[config.mk]
export PLATFORM = sky130hd
export DESIGN_NAME = mean_seq_ctrl
export DESIGN_NICKNAME = d
export VERILOG_FILES = /design/src/rtl/mean_seq_ctrl.sv
export SDC_FILE = /design/constraint.sdc
export NUM_CORES = 1
export LEC_CHECK = 0
export BUFFER_PORTS_ARGS = -buffer_cell sky130_fd_sc_hd__buf_4
export CAP_MARGIN = 20
export CORE_UTILIZATION = 25
export CTS_CLUSTER_SIZE = 8
export DETAILED_ROUTE_END_ITERATION = 12
export SYNTH_ARGS = -nofsm -noshare
export SYNTH_HDL_FRONTEND = slang
export SYNTH_SLANG_ARGS = --single-unit
[constraint.sdc]
create_clock -name clk -period 3.4 [get_ports clk]
set_input_delay 0.85 -clock clk [delete_from_list [all_inputs] [get_ports clk]]
set_output_delay 0.85 -clock clk [all_outputs]
set_load 0.005 [all_outputs]
[src/rtl/mean_seq_ctrl.sv]
// Sequencing controller for the sample-mean datapath: start/ready/done handshake,
// accumulator/counter enables, fixed-latency divider enable and a stall watchdog.
module mean_seq_ctrl #(
    parameter int DIV_LAT = 4,
    parameter int TIMEOUT = 64
) (
    input  logic       clk,
    input  logic       rst,
    input  logic       start,
    input  logic       abort,
    input  logic       data_valid,
    input  logic       co,
    output logic       ready,
    output logic       clear,
    output logic       en_reg,
    output logic       en_cnt,
    output logic       en_div,
    output logic       done,
    output logic       err,
    output logic [2:0] state_dbg
);

    // Handshake: a block is accepted on a rising edge where ready and start are both
    // high; start at any other time is dropped, never queued. done is a one-cycle pulse.
    typedef enum logic [2:0] {
        S_IDLE = 3'd0,
        S_INIT = 3'd1,
        S_WAIT = 3'd2,
        S_DIV  = 3'd3,
        S_DONE = 3'd4,
        S_ERR  = 3'd5
    } state_t;

    localparam logic [15:0] WDOG_LAST = 16'(TIMEOUT - 1);
    localparam logic [7:0]  LAT_LAST  = 8'(DIV_LAT - 1);

    state_t      state;
    state_t      state_next;
    logic [15:0] wdog;
    logic [7:0]  lat;

    always_ff @(posedge clk or negedge rst) begin
        if (!rst) begin
            state <= S_IDLE;
        end else begin
            state <= state_next;
        end
    end

    // Both counters sit at zero outside their own state, so entry always starts at 0.
    always_ff @(posedge clk or negedge rst) begin
        if (!rst) begin
            wdog <= '0;
            lat  <= '0;
        end else begin
            if (abort || state != S_WAIT || data_valid) begin
                wdog <= '0;
            end else begin
                wdog <= wdog + 16'd1;
            end
            if (abort || state != S_DIV) begin
                lat <= '0;
            end else begin
                lat <= lat + 8'd1;
            end
        end
    end

    always_comb begin
        state_next = state;
        if (abort) begin
            state_next = S_IDLE;
        end else begin
            case (state)
                S_IDLE: if (start) state_next = S_INIT;
                S_INIT: state_next = S_WAIT;
                S_WAIT: begin
                    // The final sample wins over a watchdog expiry in the same cycle.
                    if (data_valid && co) begin
                        state_next = S_DIV;
                    end else if (!data_valid && wdog == WDOG_LAST) begin
                        state_next = S_ERR;
                    end
                end
                S_DIV:  if (lat == LAT_LAST) state_next = S_DONE;
                S_DONE: state_next = S_IDLE;
                S_ERR:  state_next = S_IDLE;
                default: state_next = S_IDLE;
            endcase
        end
    end

    always_comb begin
        ready  = 1'b0;
        clear  = 1'b0;
        en_div = 1'b0;
        done   = 1'b0;
        err    = 1'b0;
        case (state)
            S_IDLE: ready = 1'b1;
            S_INIT: clear = 1'b1;
            S_DIV:  en_div = 1'b1;
            S_DONE: done = 1'b1;
            S_ERR: begin
                err   = 1'b1;
                clear = 1'b1;
            end
            default: ;
        endcase
        en_reg = (state == S_WAIT) && data_valid;
        en_cnt = (state == S_WAIT) && data_valid;
    end

    assign state_dbg = state;

endmodule

==> impl_metrics.tcl <==
set metrics [dict create \
    post-cts-setup-buffers 0 \
    synth.area.mux_share_pct 0.831 \
    antenna_found_initial 0 \
    crit_type "primary input to flop" \
    io_pins 16 \
    min_period_over_period_pct 69.4 \
    ys_ff_latch 27 \
    report.final.setup_viol 0 \
    grt_pass1_wl_um 4490 \
    post-dp-hpwl_um 1780 \
    worst_path_max_delay_cell "or4_1" \
    cts_resized 0 \
    synth-xor-area-share_pct 9.70 \
    core_sq_mm 0.00517 \
    syn_area_sq_mm 0.00136 \
    yosys.area_share.simple_pct 29.9 \
    max_stage_delay_ps 560 \
    mostFrequentLayoutCells "27 x dfrtp_1, 22 x nor2_1, 15 x buf_4" \
    vias 1027 \
    wl_per_cell_um 11.2 \
    synth_compound_area_share_pct 5.82 \
    p_per_area_mw_per_mm2 352 \
    rows 26 \
    drcViolationCount 0 \
    synthTopCellsByArea "dfrtp_1 50%, nor2_1 6.1%, xor2_1 5.8%" \
    fin_skew_ps 3.08 \
    grt_pass1_vias 1009 \
    layout-drive-gt1-share_pct 12.1 \
    insertedDiodeCount 0 \
    holdCritPathClass "primary input to asynchronous set/reset pin" \
    setup_tns_ps 0 \
    wl_um 2540 \
    ant_nets 0 \
    via_per_inst 4.52 \
    first_pass_iters 4 \
    ys_warn_count 0 \
    place_congestion 0.784 \
    critPathRequiredTime_ps 3610 \
    r2r_cells 4 \
    syn_to_final_growth_pct 16.3 \
    clk_latency_ps 270 \
    vdd_drop_max_mv 0.164 \
    end_kind "flop" \
    fin_crit_ps 2360 \
    finalNetCount 166 \
    synth_area_leader_cell "dfrtp_1" \
    crit_path_start_kind "primary input" \
    cts_tree "done" \
    worst_hold_slack_ps 477 \
    max_freq_mhz 424 \
    maxSlewHeadroom_pct 67.1 \
    cts_hold_buf 0 \
    grt.total_usage_pct 10.2 \
    grt_max_degree 28 \
    grt-ovfl-total 0 \
    portBuffers 15 \
    path_delay_family "simple AND/OR/NAND/NOR gates" \
    synth_top_family_by_area "simple AND/OR/NAND/NOR gates" \
    initial_utilization_pct 26.2 \
    ff2ff_setup_slack_ps 1160 \
    worstPathArrival_ps 2570 \
    cts.sinks 27 \
    status "complete, no violations" \
    fp.dieW_um 75.6 \
    path_max_fanout 15 \
    drt_iter0_markers 37 \
    tightest_slew_ps 494 \
    final_common_cell "dfrtp_1" \
    drv_slew 0 \
    syn-num-nets 151 \
    synthAdderAreaFrac_pct 1.85 \
    path_buf_inv 1 \
    clockBufferDepth 2 \
    yosysUniqueCellTypes 32 \
    cts.clk_slew.worst_paths_ps 90 \
    crit_chain "buf_4, or3b_1, or3_1, or4_1, nand2_1" \
    maxCapViolations 0 \
    n_fill_cell 547 \
    cts_buffers 3 \
    htree_levels 1 \
    root_buffer "clkbuf_8" \
    synth.top_cell.area_share_pct 49.9 \
    p_leak_nw 0.647 \
    postSynthAreaPerCell_sq_um 9.48 \
    die-area_sq_mm 0.00572 \
    die_y_um 75.6 \
    r2r_end "wdog[10]" \
    synthCells 143 \
    hold_viol 0 \
    rsz0062_at_grt "no" \
    rr_startpoint "state_dbg[1]" \
    synth-seq-area-share_pct 49.9 \
]
[Yosys cell counts]
library cell	count
nand3_1	9
o211ai_1	1
dfrtp_1	27
clkbuf_1	3
a41o_1	1
buf_2	1
nand2_1	11
and4b_1	1
xnor2_1	6
nor4b_1	1
and2_1	2
and3_1	3
nand4_1	6
nor4bb_1	1
nor4_1	4
or3b_1	1
and4_1	1
or4_1	1
o21ai_0	6
xor2_1	9
or3_1	5
buf_4	1
ha_1	2
inv_1	1
a31oi_1	1
mux2_2	1
nor3b_1	1
nor2b_1	1
nor2_1	22
a21oi_1	5
nor3_1	7
and3b_1	1
[how the worst max path moves through the flow]
stage / start / end / cells after the start
3_5_place_dp: abort / wdog[10] / 5
2_1_floorplan: abort / wdog[10] / 5
6_report: abort / wdog[10] / 5
3_3_place_gp: abort / wdog[10] / 5
5_1_grt: abort / wdog[10] / 5
4_1_cts: abort / wdog[10] / 5
[layer usage]
metal	wire [um]	vias up	global-route usage, %
li1	-	534	-
met1	1320	477	13.5
met2	1130	14	16.8
met3	64	2	1.98
met4	25	0	3.29
met5	0	-	0
[logic make-up (layout without fill, tap and decap cells)]
kind of cell               Yosys count  in the layout
and+or+nand+nor                     78             78
DFF                                 27             27
xor gates and xnor gates            15             15
AOI/OAI and AO/OA                   14             14
buffers and inverters                6             20
adders and majority gates            2              2
muxes                                1              1
[cell type report]
| class | count | area, sq um | share of cell area, % |
|---|---|---|---|
| clock buffer | 4 | 45.0 | 2.86 |
| inverter | 1 | 3.75 | 0.238 |
| multi-input combinational | 110 | 652 | 41.3 |
| sequential | 27 | 676 | 42.9 |
| tap | 70 | 87.6 | 5.56 |
| timing repair buffer | 15 | 113 | 7.14 |
[flip-flops by register name (all words and copies together), names as in the netlist]
signal,cells
wdog,16
state_dbg,3
lat,8
[report_power, final]
part           switching, W  total [W]  internal [W]
combinational     0.0000196  0.0000406     0.0000210
clock             0.0000958   0.000180     0.0000838
sequential        0.0000102   0.000334      0.000324
total              0.000126   0.000555      0.000429
[metrics by stage]
step | cell area, sq um | std cells | utilization, % | total power [W] | setup WS [ps]
after global placement | 1530 | 223 | 29.6 | 0.000382 | 774
after detailed placement | 1530 | 223 | 29.6 | 0.000382 | 756
after global routing | 1580 | 227 | 30.5 | 0.000582 | 941
after floorplan | 1360 | 143 | - | 0.000356 | 1100
after CTS | 1580 | 227 | 30.5 | 0.000564 | 1050
final | 1580 | 227 | 30.5 | 0.000555 | 1040
No activity file was read; power rests on OpenSTA's default activity.
